==> src/rtl/byte_serializer.sv <==
// Byte FIFO plus serializer driving a deserializer's data/write-strobe pair, MSB first by default.
// Define BYTE_SERIALIZER_LSB_FIRST_EN to send each byte LSB first instead.
module byte_serializer #(
  parameter int DEPTH      = 8,
  parameter int GAP_CYCLES = 2
) (
  input  logic       clock_1M,
  input  logic       reset,
  input  logic [7:0] data_in,
  input  logic       enq_in,
  input  logic       ready_in,
  output logic       data_out,
  output logic       write_out,
  output logic [3:0] len_out,
  output logic       status_out,
  output logic       busy_out
);

  localparam int         PW       = (DEPTH > 1) ? $clog2(DEPTH) : 1;
  localparam logic [3:0] DEPTH_L  = 4'(DEPTH);
  localparam logic [3:0] GAP_LAST = 4'(GAP_CYCLES - 1);

  typedef enum logic [1:0] {IDLE, LOAD, SHIFT, GAP} state_e;

  state_e        state_q, state_d;
  logic [7:0]    mem_q [DEPTH];
  logic [PW-1:0] wr_ptr_q, wr_ptr_d;
  logic [PW-1:0] rd_ptr_q, rd_ptr_d;
  logic [3:0]    len_q, len_d;
  logic          enq_prev_q;
  logic [7:0]    shreg_q, shreg_d;
  logic [2:0]    bit_cnt_q, bit_cnt_d;
  logic [3:0]    gap_cnt_q, gap_cnt_d;
  logic          data_out_q, data_out_d;
  logic          write_out_q, write_out_d;
  logic          enq_edge, pop, push, start;

  // A pop in LOAD frees a slot in the same cycle, so a full FIFO still accepts that enqueue.
  always_comb begin
    enq_edge = enq_in & ~enq_prev_q;
    pop      = (state_q == LOAD);
    push     = enq_edge & ((len_q != DEPTH_L) | pop);
    start    = (len_q != 4'd0) & ready_in;
    wr_ptr_d = push ? wr_ptr_q + PW'(1) : wr_ptr_q;
    rd_ptr_d = pop  ? rd_ptr_q + PW'(1) : rd_ptr_q;
    len_d    = len_q;
    if (push && !pop) begin
      len_d = len_q + 4'd1;
    end else if (pop && !push) begin
      len_d = len_q - 4'd1;
    end
  end

  always_comb begin
    state_d   = state_q;
    shreg_d   = shreg_q;
    bit_cnt_d = bit_cnt_q;
    gap_cnt_d = gap_cnt_q;
    case (state_q)
      IDLE: begin
        if (start) begin
          state_d = LOAD;
        end
      end
      LOAD: begin
        shreg_d   = mem_q[rd_ptr_q];
        bit_cnt_d = 3'd0;
        state_d   = SHIFT;
      end
      SHIFT: begin
`ifdef BYTE_SERIALIZER_LSB_FIRST_EN
        shreg_d = {1'b0, shreg_q[7:1]};
`else
        shreg_d = {shreg_q[6:0], 1'b0};
`endif
        bit_cnt_d = bit_cnt_q + 3'd1;
        if (bit_cnt_q == 3'd7) begin
          gap_cnt_d = 4'd0;
          state_d   = GAP;
        end
      end
      GAP: begin
        gap_cnt_d = gap_cnt_q + 4'd1;
        // The idle decision is taken on the last gap cycle so back-to-back bytes keep an 8+GAP+1 period.
        if (gap_cnt_q == GAP_LAST) begin
          state_d = start ? LOAD : IDLE;
        end
      end
      default: state_d = IDLE;
    endcase

    write_out_d = (state_d == SHIFT);
`ifdef BYTE_SERIALIZER_LSB_FIRST_EN
    data_out_d  = write_out_d & shreg_d[0];
`else
    data_out_d  = write_out_d & shreg_d[7];
`endif
  end

  always_ff @(posedge clock_1M or negedge reset) begin
    if (!reset) begin
      state_q     <= IDLE;
      wr_ptr_q    <= '0;
      rd_ptr_q    <= '0;
      len_q       <= 4'd0;
      enq_prev_q  <= 1'b0;
      shreg_q     <= 8'd0;
      bit_cnt_q   <= 3'd0;
      gap_cnt_q   <= 4'd0;
      data_out_q  <= 1'b0;
      write_out_q <= 1'b0;
    end else begin
      state_q     <= state_d;
      wr_ptr_q    <= wr_ptr_d;
      rd_ptr_q    <= rd_ptr_d;
      len_q       <= len_d;
      enq_prev_q  <= enq_in;
      shreg_q     <= shreg_d;
      bit_cnt_q   <= bit_cnt_d;
      gap_cnt_q   <= gap_cnt_d;
      data_out_q  <= data_out_d;
      write_out_q <= write_out_d;
    end
  end

  always_ff @(posedge clock_1M) begin
    if (push) begin
      mem_q[wr_ptr_q] <= data_in;
    end
  end

  assign data_out   = data_out_q;
  assign write_out  = write_out_q;
  assign len_out    = len_q;
  assign status_out = (len_q == DEPTH_L);
  assign busy_out   = (state_q != IDLE);

endmodule

==> config.mk <==
export PLATFORM = sky130hd
export DESIGN_NAME = byte_serializer
export DESIGN_NICKNAME = d
export VERILOG_FILES = /design/src/rtl/byte_serializer.sv
export SDC_FILE = /design/constraint.sdc
export NUM_CORES = 1
export LEC_CHECK = 0
export CORE_UTILIZATION = 40
export DETAILED_ROUTE_END_ITERATION = 12
export GPL_ROUTABILITY_DRIVEN = 0
export PLACE_DENSITY = 0.55
export RECOVER_POWER = 100
export SLEW_MARGIN = 40
export SYNTH_ARGS = -nofsm -noshare
export SYNTH_HDL_FRONTEND = slang
export SYNTH_SLANG_ARGS = --single-unit
==> constraint.sdc <==
create_clock -name clock_1M -period 4.3 [get_ports clock_1M]
set_input_delay 0.645 -clock clock_1M [delete_from_list [all_inputs] [get_ports clock_1M]]
set_output_delay 0.645 -clock clock_1M [all_outputs]
set_load 0.01 [all_outputs]
=== After elaboration in Yosys (flattened, before gate mapping) ===
Memory sizes are Yosys's and may differ from the RTL's.
Cells that the tools add are included.

* Bits in writable memories: 64
* Memories kept: 1
* Output and inout port bits: 8
* Bits in registers: 30

* Reduce and logical (&&, ||, !) cells: 11
* Multiplexer cells: 13
* Bitwise gates (word level): 6
* Add/subtract/negate cells: 6
* Equality and inequality tests: 9

{| class="wikitable"
|+ Memories
! memory !! words !! bits a word !! read ports !! clocked after memory_dff !! wr ports !! line !! text
|-
| mem_q || 8 || 8 || 1 || 0 || 1 || 26 || <nowiki>logic [7:0] mem_q [DEPTH];</nowiki>
|}

{| class="wikitable"
|+ Operators by type and width
! cell !! count
|-
| one-hot mux 8 bit (2 select lines) || 1
|-
| two-way mux 4 bit || 3
|-
| adder 3 x 1 -> 3 bit (second input constant) || 3
|-
| adder 4 x 1 -> 4 bit (second input constant) || 2
|-
| one-hot mux 2 bit (4 select lines) || 1
|-
| one-hot mux 4 bit (2 select lines) || 1
|-
| nonzero test 2 bit || 4
|-
| equality test 2 bit (second input constant) || 3
|-
| two-way mux 2 bit || 3
|-
| one-hot mux 3 bit (2 select lines) || 1
|-
| AND 1 bit || 4
|-
| equality test 4 x 1 -> 1 bit (second input constant) || 1
|-
| equality test 4 bit (second input constant) || 1
|-
| != test 4 bit (second input constant) || 1
|-
| nonzero test 4 bit || 1
|-
| subtractor 4 x 1 -> 4 bit (second input constant) || 1
|-
| equality test 3 bit (second input constant) || 1
|-
| two-way mux 1 bit || 3
|-
| equality test 2 x 1 -> 1 bit (second input constant) || 1
|-
| logical AND 1 bit || 2
|-
| logical NOT 1 bit || 2
|-
| logical NOT 2 bit || 1
|-
| != test 2 bit (second input constant) || 1
|-
| AND reduction 2 bit || 1
|-
| 2 further kinds || 2
|}

=== Logic depth before layout (Yosys ltp) ===
Gate-level depths: netlist (run 1).

* Word-level depth: 7
* Gate-level depth with buffers: 11

=== Least setup slack after synthesis (run 1) ===
No wires, ideal clock.

* Kind: reg2reg
* From: register len_q[0], in the netlist len_out[0]
* To: register len_q[3], in the netlist len_out[3]
* Arrival: 2.625 ns
* Slack: 1.595 ns
* Buffers on the path: 0
* Cell stages (with the launch flop): 10
* Data required time: 4.220 ns
* Period minus slack after synthesis: 2.705 ns
* Cells stage by stage: dfrtp_1 nor4b_1 a21oi_1 ha_1 inv_1 ha_1 a21o_1 a21oi_1 mux2i_1 xnor2_1

* Cells in the longest elaborated chain, start to end: 6
* Elaborated cells between the ends (all ways): 11
* Classes of those cells: add/sub (2); eq/ne (1); mux (2); bitwise (2); reduce/logical (4)

{| class="wikitable"
|+ RTL lines
! item !! line !! text
|-
| from (decl) || 29 || <nowiki>logic [3:0] len_q, len_d;</nowiki>
|-
| from (signal assigned) || 116 || <nowiki>len_q <= len_d;</nowiki>
|-
| != test 4 bit * || 42 || <nowiki>push = enq_edge & ((len_q != DEPTH_L) | pop);</nowiki>
|-
| bitwise OR 1 bit * || 42 ||
|-
| AND 1 bit * || 42 ||
|-
| named net push || 36 || <nowiki>logic enq_edge, pop, push, start;</nowiki>
|-
| logical NOT 1 bit || 49 || <nowiki>end else if (pop && !push) begin</nowiki>
|-
| logical AND 1 bit || 49 ||
|-
| nonzero test 2 bit (no line) || -- ||
|}

Mark *: on every way through the listed nets, which the timed path passes. The rest lies on a longest branch. The select of a mux whose other input is x is not followed.
A chain may end at the register's enable or synchronous reset.

=== Worst setup path after layout (run 1) ===
* From: register state_q[1]
* To: register len_q[3], in the netlist len_out[3]

* Cells in the longest elaborated chain, start to end: 6
* Elaborated cells between the ends (all ways): 9
* Classes of those cells: eq/ne (1); mux (1); bitwise (2); reduce/logical (5)

{| class="wikitable"
|+ RTL lines
! item !! line !! text
|-
| from (decl) || 25 || <nowiki>state_e state_q, state_d;</nowiki>
|-
| from (signal assigned) || 113 || <nowiki>state_q <= state_d;</nowiki>
|-
| equality test 2 x 1 -> 1 bit * || 41 || <nowiki>pop = (state_q == LOAD);</nowiki>
|-
| bitwise OR 1 bit * || 42 ||
|-
| AND 1 bit * || 42 ||
|-
| named net push || 36 ||
|-
| logical NOT 1 bit || 49 ||
|-
| logical AND 1 bit || 49 ||
|-
| nonzero test 2 bit (no line) || -- ||
|}

Mark *: on every way through the listed nets, which the timed path passes. The rest lies on a longest branch.

==> results by group, run 1 <==
Yosys
  – Most frequent cells after synthesis: edfxtp_1, dfrtp_1, o21ai_0
  – Synth Cell Area: 0.004055 mm²
  – EDFF count, synth: between 60 and 70
  – Cell taking the most area after synthesis: edfxtp_1
  – Yosys top cell area share: 47.39%
  – Sequential fraction of the synthesis area: 65.91%
  – Asr flop ratio synth: a little under a third
  – Syn nets: 296
  – Main flop type after synthesis: edfxtp_1
  – Synth Register Bits: between 90 and 100
  – Syn. warnings: 0
  – Mean Syn Cell Area: about 15 µm²
  – Mapped Cells: about 270
  – Most common cell in the netlist: edfxtp_1
  – Synth cell types: 38
  – Largest cells by area after synthesis: edfxtp_1, dfrtp_1, mux4_2, ha_1, o21ai_0

Die
  – Initial Utilization: around 41%
  – Row count: 36
  – Core Area: around 0.0098 mm²
  – Die outline width: between 100 and 150 µm
  – # IOs: 20
  – DIE HEIGHT: between 100 and 150 µm
  – Total die area: about 0.011 mm²

Routing
  – Drt wl/cell: roughly 16 µm
  – DRT iter0 DRCs: 75
  – Routed Antenna Nets: 0
  – Final WL: around 6.9 mm
  – Via count: ~2200
  – DRC: 0
  – Via/cell ratio: 5.032
  – DRT Pass-1 Iters: 4

CTS
  – Clock Root Buffer: clkbuf_8
  – Setup Buffers After CTS: 0
  – CTS Sinks: 94
  – CTS Buffer Depth: 2
  – CTS tree: done
  – CTS hold repair buffers: 0
  – Clk slew on worst S/H paths: approximately 0.1 ns
  – H-tree depth: 3
  – Cts bufs inserted: 9
  – Worst-Skew Late Latency: between 0.3 and 0.4 ns
  – Post-CTS sizing: 0

GRT
  – Initial antenna violation count: 0
  – GRT overflow: 0
  – Largest net degree at the start of global routing: 31
  – First-pass GRT wire length: between 10 and 15 mm
  – Vias in the first global route: about 2200
  – Total GRT Usage: approximately 15%

Critical path
  – Startpoint types: flop
  – Req. time, crit path: approximately 4.6 ns
  – Arrival @ worst endpoint: approximately 3.1 ns
  – Crit path max-delay family: adder cells
  – Cell Chain, Critical Path: inv_1, ha_1, inv_1, a21oi_1, ha_1, inv_1, ha_1, a21o_1, a21oi_1, mux2i_1, xnor2_1
  – Path type of the worst setup path: reg -> reg
  – Max stage delay on crit path: around 0.44 ns
  – Critical Path Source: state_q[1]$_DFF_PN0_
  – Crit end category: flop
  – Critical path's slowest cell: dfrtp_1
  – Buf/Inv on CP: 3
  – Max FO, Critical Path: 6
  – FF-to-FF Start: state_q[1]$_DFF_PN0_

Power and ir drop
  – Worst vdd ir: around 0.24 mV
  – Power Density: between 600 and 700 mW/mm²
  – Leak: 0.001660 µW

Placed design
  – Worst slack, placed: approximately 1.3 ns
  – Detailed-placement wirelength estimate: ~4.4 mm
  – Port Buffer Count: 19

Timing
  – Final Max Tran Viols: 51
  – Setup tns final: 0 ns
  – Tcrit/Tclk final: roughly 66%
  – Clk_skew: ~0.016 ns
  – Slew Limit Headroom: -9.171%
  – Unrepaired setup endpoints after global routing: false
  – Final min period: about 2.8 ns
  – Final WS setup: roughly 1.5 ns
  – Fmax: 354.7 MHz
  – Tightest Pin Transition: 1.638 ns
  – Finish-stage setup viols: 0
  – Hold violation count in the final report: 0

Min path
  – HP Class: reg -> reg
  – Hold Path Origin: shreg_q[3]$_DFFE_PN0P_

Cells and area
  – Layout area overhead: 13.55%
  – Nets@finish: 321
  – Fill count: between 900 and 1000
  – Diodes inserted: 0
  – Layout cells sized above 1: 12.37%

Outcome
  – Failing checks: max-capacitance violations, max-slew violations
  – Status: complete, but fails checks

Run
  – Max-capacitance violation count: 2
-- stage by stage --
step	hold slack, ns	instances	total power [µW]	util (%)	area (µm²)
finish	0.5085	432	2942	46.89	4604
CTS	0.5173	432	3016	47.11	4626
global placement	0.4887	416	2336	44.75	4394
detailed placement	0.4939	416	2354	44.80	4399
global route	0.5480	432	3152	46.89	4604
floorplan	0.3494	269	2063	-	4055
-- worst reg2reg max path, cell delays in order, from the launching register on --
cell and delay (ns):
dfrtp_1 0.44, inv_1 0.12, ha_1 0.33, inv_1 0.10, a21oi_1 0.44, ha_1 0.26, inv_1 0.09, ha_1 0.27
a21o_1 0.17, a21oi_1 0.18, mux2i_1 0.23, xnor2_1 0.13
-- logic make-up after synthesis --
kind of cell	Yosys count	share of synthesized area (%)
flops	94	65.91
simple gates	63	7.775
compound gates	41	5.956
mux	28	11.63
buf+inv	20	2.191
fa+ha+maj	15	4.813
xor+xnor	8	1.728
-- layer usage --
metal / vias up / track usage, % / share of wire (%)
met3: 12 / 2.237 / 1.7
li1: 1054 / - / -
met5: - / 0 / 0
met4: 0 / 7.912 / 2.7
met2: 26 / 25.54 / 50
met1: 1082 / 18.56 / 46
-- registers in the layout (all words and copies together), names as in the netlist --
register and count:
rd_ptr_q 3, state_q 2, wr_ptr_q 3, write_out 1, enq_prev_q 1, gap_cnt_q 4
bit_cnt_q 3, len_out 4, mem_q 64, shreg_q 8, data_out 1
-- area by class of cell --
cell class	instances	area [µm²]	share of cell area, %
Clock buffer	9	123.9	2.690
Clock inverter	7	102.6	2.228
Inverter	11	41.29	0.8967
Multi-Input combinational cell	155	1291	28.04
Sequential cell	94	2674	58.07
Tap cell	133	166.4	3.614
Timing Repair Buffer	23	205.2	4.457
-- power by group --
group / total [µW] / switching (µW) / internal, µW
clock network: 662 / 327 / 335
registers: 1320 / 183 / 1140
logic: 957 / 479 / 477
-- worst paths after layout --
check / endpoint / slack [ns] / cells past startpoint
setup reg to reg: len_out[3]$_DFFE_PN0P_ / 1.48 / 11
setup / recovery: len_out[3]$_DFFE_PN0P_ / 1.48 / 11
hold reg to reg: shreg_q[3]$_DFFE_PN0P_ / 0.51 / 2
min in group asynchronous: len_out[0]$_DFFE_PN0P_ / 1.22 / 2
max in group asynchronous: rd_ptr_q[1]$_DFFE_PN0N_ / 2.03 / 2
hold / removal: shreg_q[3]$_DFFE_PN0P_ / 0.51 / 2
-- cells in the final DEF (no fill, tap or decap), types with 10 or more instances in the layout --
master / Yosys / routed
mux4_2: 15 / 15
dlygate4sd3_1: 0 / 18
ha_1: 14 / 14
nor2_1: 14 / 14
dfrtp_1: 30 / 29
o21ai_0: 22 / 22
edfxtp_1: 64 / 64
nand2_1: 20 / 20
inv_1: 11 / 11
mux2i_1: 10 / 10
Note: power is estimated with default switching activity, not from simulation.
==> run 2: changes to the inputs <==
--- a/config.mk
+++ b/config.mk
@@ -8,7 +8,7 @@
 export CORE_UTILIZATION = 40
 export DETAILED_ROUTE_END_ITERATION = 12
 export GPL_ROUTABILITY_DRIVEN = 0
-export PLACE_DENSITY = 0.55
+export PLACE_DENSITY = 0.57
 export RECOVER_POWER = 100
 export SLEW_MARGIN = 40
 export SYNTH_ARGS = -nofsm -noshare
==> constraint.sdc (replaced) <==
create_clock -name clock_1M -period 2.5 [get_ports clock_1M]
set_input_delay 0.375 -clock clock_1M [delete_from_list [all_inputs] [get_ports clock_1M]]
set_output_delay 0.375 -clock clock_1M [all_outputs]
set_load 0.01 [all_outputs]
==> run 2 against run 1 <==
Net effect:
- the run still ends with max-capacitance violations, max-slew violations left
- largest power group unchanged
- clock skew decreased by 0.0090 ns
- power increased by 78%
- flip-flop and latch count unchanged
- clock power increased by 83%
- die area unchanged
- first-iteration DRC count increased by 4.0%
- maximum frequency increased by 22%
- clock-buffer cell count unchanged
- utilization increased by 1.1 points
- sequential power increased by 67%
- critical path depth unchanged
- cell count increased by 3.2%
==> results by group, run 2 (synthesis gave the netlist of run 1 again) <==
Timing
  – Clk_skew: 0.006866 ns (-0.009012 ns)
  – Slew Limit Headroom: -11.06% (-1.9 points)
  – Final Max Tran Viols: 31 (-39%)
  – Tcrit/Tclk final: 92.09% (+27 points)
  – Finish-stage setup viols: 0 (unchanged)
  – Final min period: 2.302 ns (-0.5170 ns)
  – Hold violation count in the final report: 0 (unchanged)
  – Fmax: 434.3 MHz (+22%)
  – Tightest Pin Transition: 1.666 ns (+0.02828 ns)
  – Hold_ws: 0.5021 ns (-0.006378 ns)
  – Setup tns final: 0 ns (unchanged)
  – Unrepaired setup endpoints after global routing: false

Cells and area
  – Commonest non-fill, non-tap cell in the layout: edfxtp_1
  – Layout area overhead: 16.32%
  – Nets@finish: 335 (+4.4%)
  – Register with the most flip-flops: mem_q
  – Diodes inserted: 0 (unchanged)
  – Layout cells sized above 1: 16.93% (+4.6 points)
  – Fill count: 902 (-0.66%)
  – Largest register FFs: 64 (unchanged)
  – Most frequent cells in the layout: edfxtp_1, dfrtp_1, o21ai_0
  – Top Registers: mem_q (64), shreg_q (8)

Critical path
  – Req. time, crit path: 2.78 ns (-1.82 ns)
  – Cell Chain, Critical Path: inv_1, ha_1, inv_1, a21oi_2, ha_1, inv_1, ha_1, a21o_1, a21oi_1, mux2i_1, xnor2_1
  – Buf/Inv on CP: 3 (unchanged)
  – Max FO, Critical Path: 5 (-1)
  – Path type of the worst setup path: reg -> reg
  – Critical path's slowest cell: dfrtp_1
  – Crit end category: flop
  – Startpoint types: flop
  – Crit path max-delay family: adder cells
  – Arrival @ worst endpoint: 2.58 ns (-0.54 ns)
  – Max stage delay on crit path: 0.43 ns (about the same)

Die
  – DIE HEIGHT: 102.7 µm (unchanged)
  – Total die area: 0.01054 mm² (unchanged)
  – # IOs: 20 (unchanged)
  – Die outline width: 102.7 µm (unchanged)
  – Row count: 36 (unchanged)
  – Initial Utilization: 41.30% (unchanged)
  – Core Area: 0.009819 mm² (unchanged)

Run
  – Max-capacitance violation count: 1 (-1)

Outcome
  – Status: complete, but fails checks
  – Failing checks: max-capacitance violations, max-slew violations

Routing
  – DRT iter0 DRCs: 78 (+4.0%)
  – Drt wl/cell: 16.33 µm (+2.6%)
  – DRC: 0 (unchanged)
  – DRT Pass-1 Iters: 4 (unchanged)
  – Detail Route met2 WL: 3.597 mm (+5.1%)
  – Max Used Layer: met4
  – Met3 WL: 148 µm (+28%)
  – Routed Antenna Nets: 0 (unchanged)
  – Via/cell ratio: 5.054 (+0.43%)
  – Metal-1 WL: 3.461 mm (+9.8%)
  – Final WL: 7.283 mm (+5.9%)
  – Via count: 2254 (+3.7%)

GRT
  – Total GRT Usage: 15.52% (+0.52 points)
  – GRT overflow: 0 (unchanged)
  – Vias in the first global route: 2244 (+2.2%)
  – First-pass GRT wire length: 11.72 mm (+3.8%)
  – Initial antenna violation count: 0 (unchanged)
  – Largest net degree at the start of global routing: 31 (unchanged)

CTS
  – Clk slew on worst S/H paths: 0.09 ns (about the same)
  – CTS Sinks: 94 (unchanged)
  – CTS tree: done
  – H-tree depth: 3 (unchanged)
  – Cts bufs inserted: 9 (unchanged)
  – CTS hold repair buffers: 0 (unchanged)
  – Clock Root Buffer: clkbuf_8
  – Worst-Skew Late Latency: 0.35 ns (-0.02 ns)
  – CTS Buffer Depth: 2 (unchanged)
  – Post-CTS sizing: 0 (unchanged)
  – Setup Buffers After CTS: 0 (unchanged)

Placed design
  – Detailed-placement wirelength estimate: 4.741 mm (+6.8%)
  – Port Buffer Count: 19 (unchanged)

Power and ir drop
  – Power Density: 1111 mW/mm² (+74%)
  – Worst vdd ir: 0.4421 mV (+85%)
  – Leak: 0.001743 µW (+5.0%)

Min path
  – HP Class: reg -> reg
==> run 2: metrics by stage <==
step / utilization (%) / instances / worst slack [ns] / total power [µW] / instance area (µm²)
floorplan: - / 269 / 0.02581 / 3556 / 4061
global placement: 45.88 / 430 / 0.09915 / 4125 / 4506
detailed placement: 45.88 / 430 / 0.02315 / 4162 / 4506
CTS: 48.37 / 446 / 0.1148 / 5382 / 4750
global route: 48.04 / 446 / 0.01112 / 5637 / 4717
finish: 48.04 / 446 / 0.1977 / 5239 / 4717
==> run 2: worst min-delay path, delay by kind of cell (launching register included) <==
kind            cells  cell delay (ns)
flops               1             0.35
compound gates      2             0.12
==> run 2: worst paths after layout <==
kind | start | end | slack, ns | cells after the start
worst max-delay path | state_q[1]$_DFF_PN0_ | len_out[3]$_DFFE_PN0P_ | 0.20 | 11
worst min-delay path | shreg_q[5]$_DFFE_PN0P_ | shreg_q[5]$_DFFE_PN0P_ | 0.50 | 2
worst max register to register | state_q[1]$_DFF_PN0_ | len_out[3]$_DFFE_PN0P_ | 0.20 | 11
worst min register to register | shreg_q[5]$_DFFE_PN0P_ | shreg_q[5]$_DFFE_PN0P_ | 0.50 | 2
max in group asynchronous | reset | shreg_q[5]$_DFFE_PN0P_ | 0.56 | 2
min in group asynchronous | reset | data_out$_DFF_PN0_ | 0.98 | 2
==> run 2: metal layers <==
layer	GRT usage, %	vias to the layer above
met1	20.50	1130
li1	-	1085
met2	25.44	30
met5	0	-
met4	6.593	0
met3	2.644	9
==> run 2: cell type report <==
class,count,area [µm²],share of cell area [%]
Clock buffer,9,123.9,2.626
Clock inverter,7,120.1,2.546
Tap cell,133,166.4,3.528
Sequential cell,94,2673,56.66
Inverter,11,41.29,0.8753
Multi-Input combinational cell,155,1301,27.59
Timing Repair Buffer,37,291.5,6.180
==> run 2: power by group <==
| group | switching, µW | internal (µW) |
|---|---|---|
| logic | 938 | 894 |
| clock network | 536 | 672 |
| registers | 239 | 1960 |
| total | 1710 | 3530 |
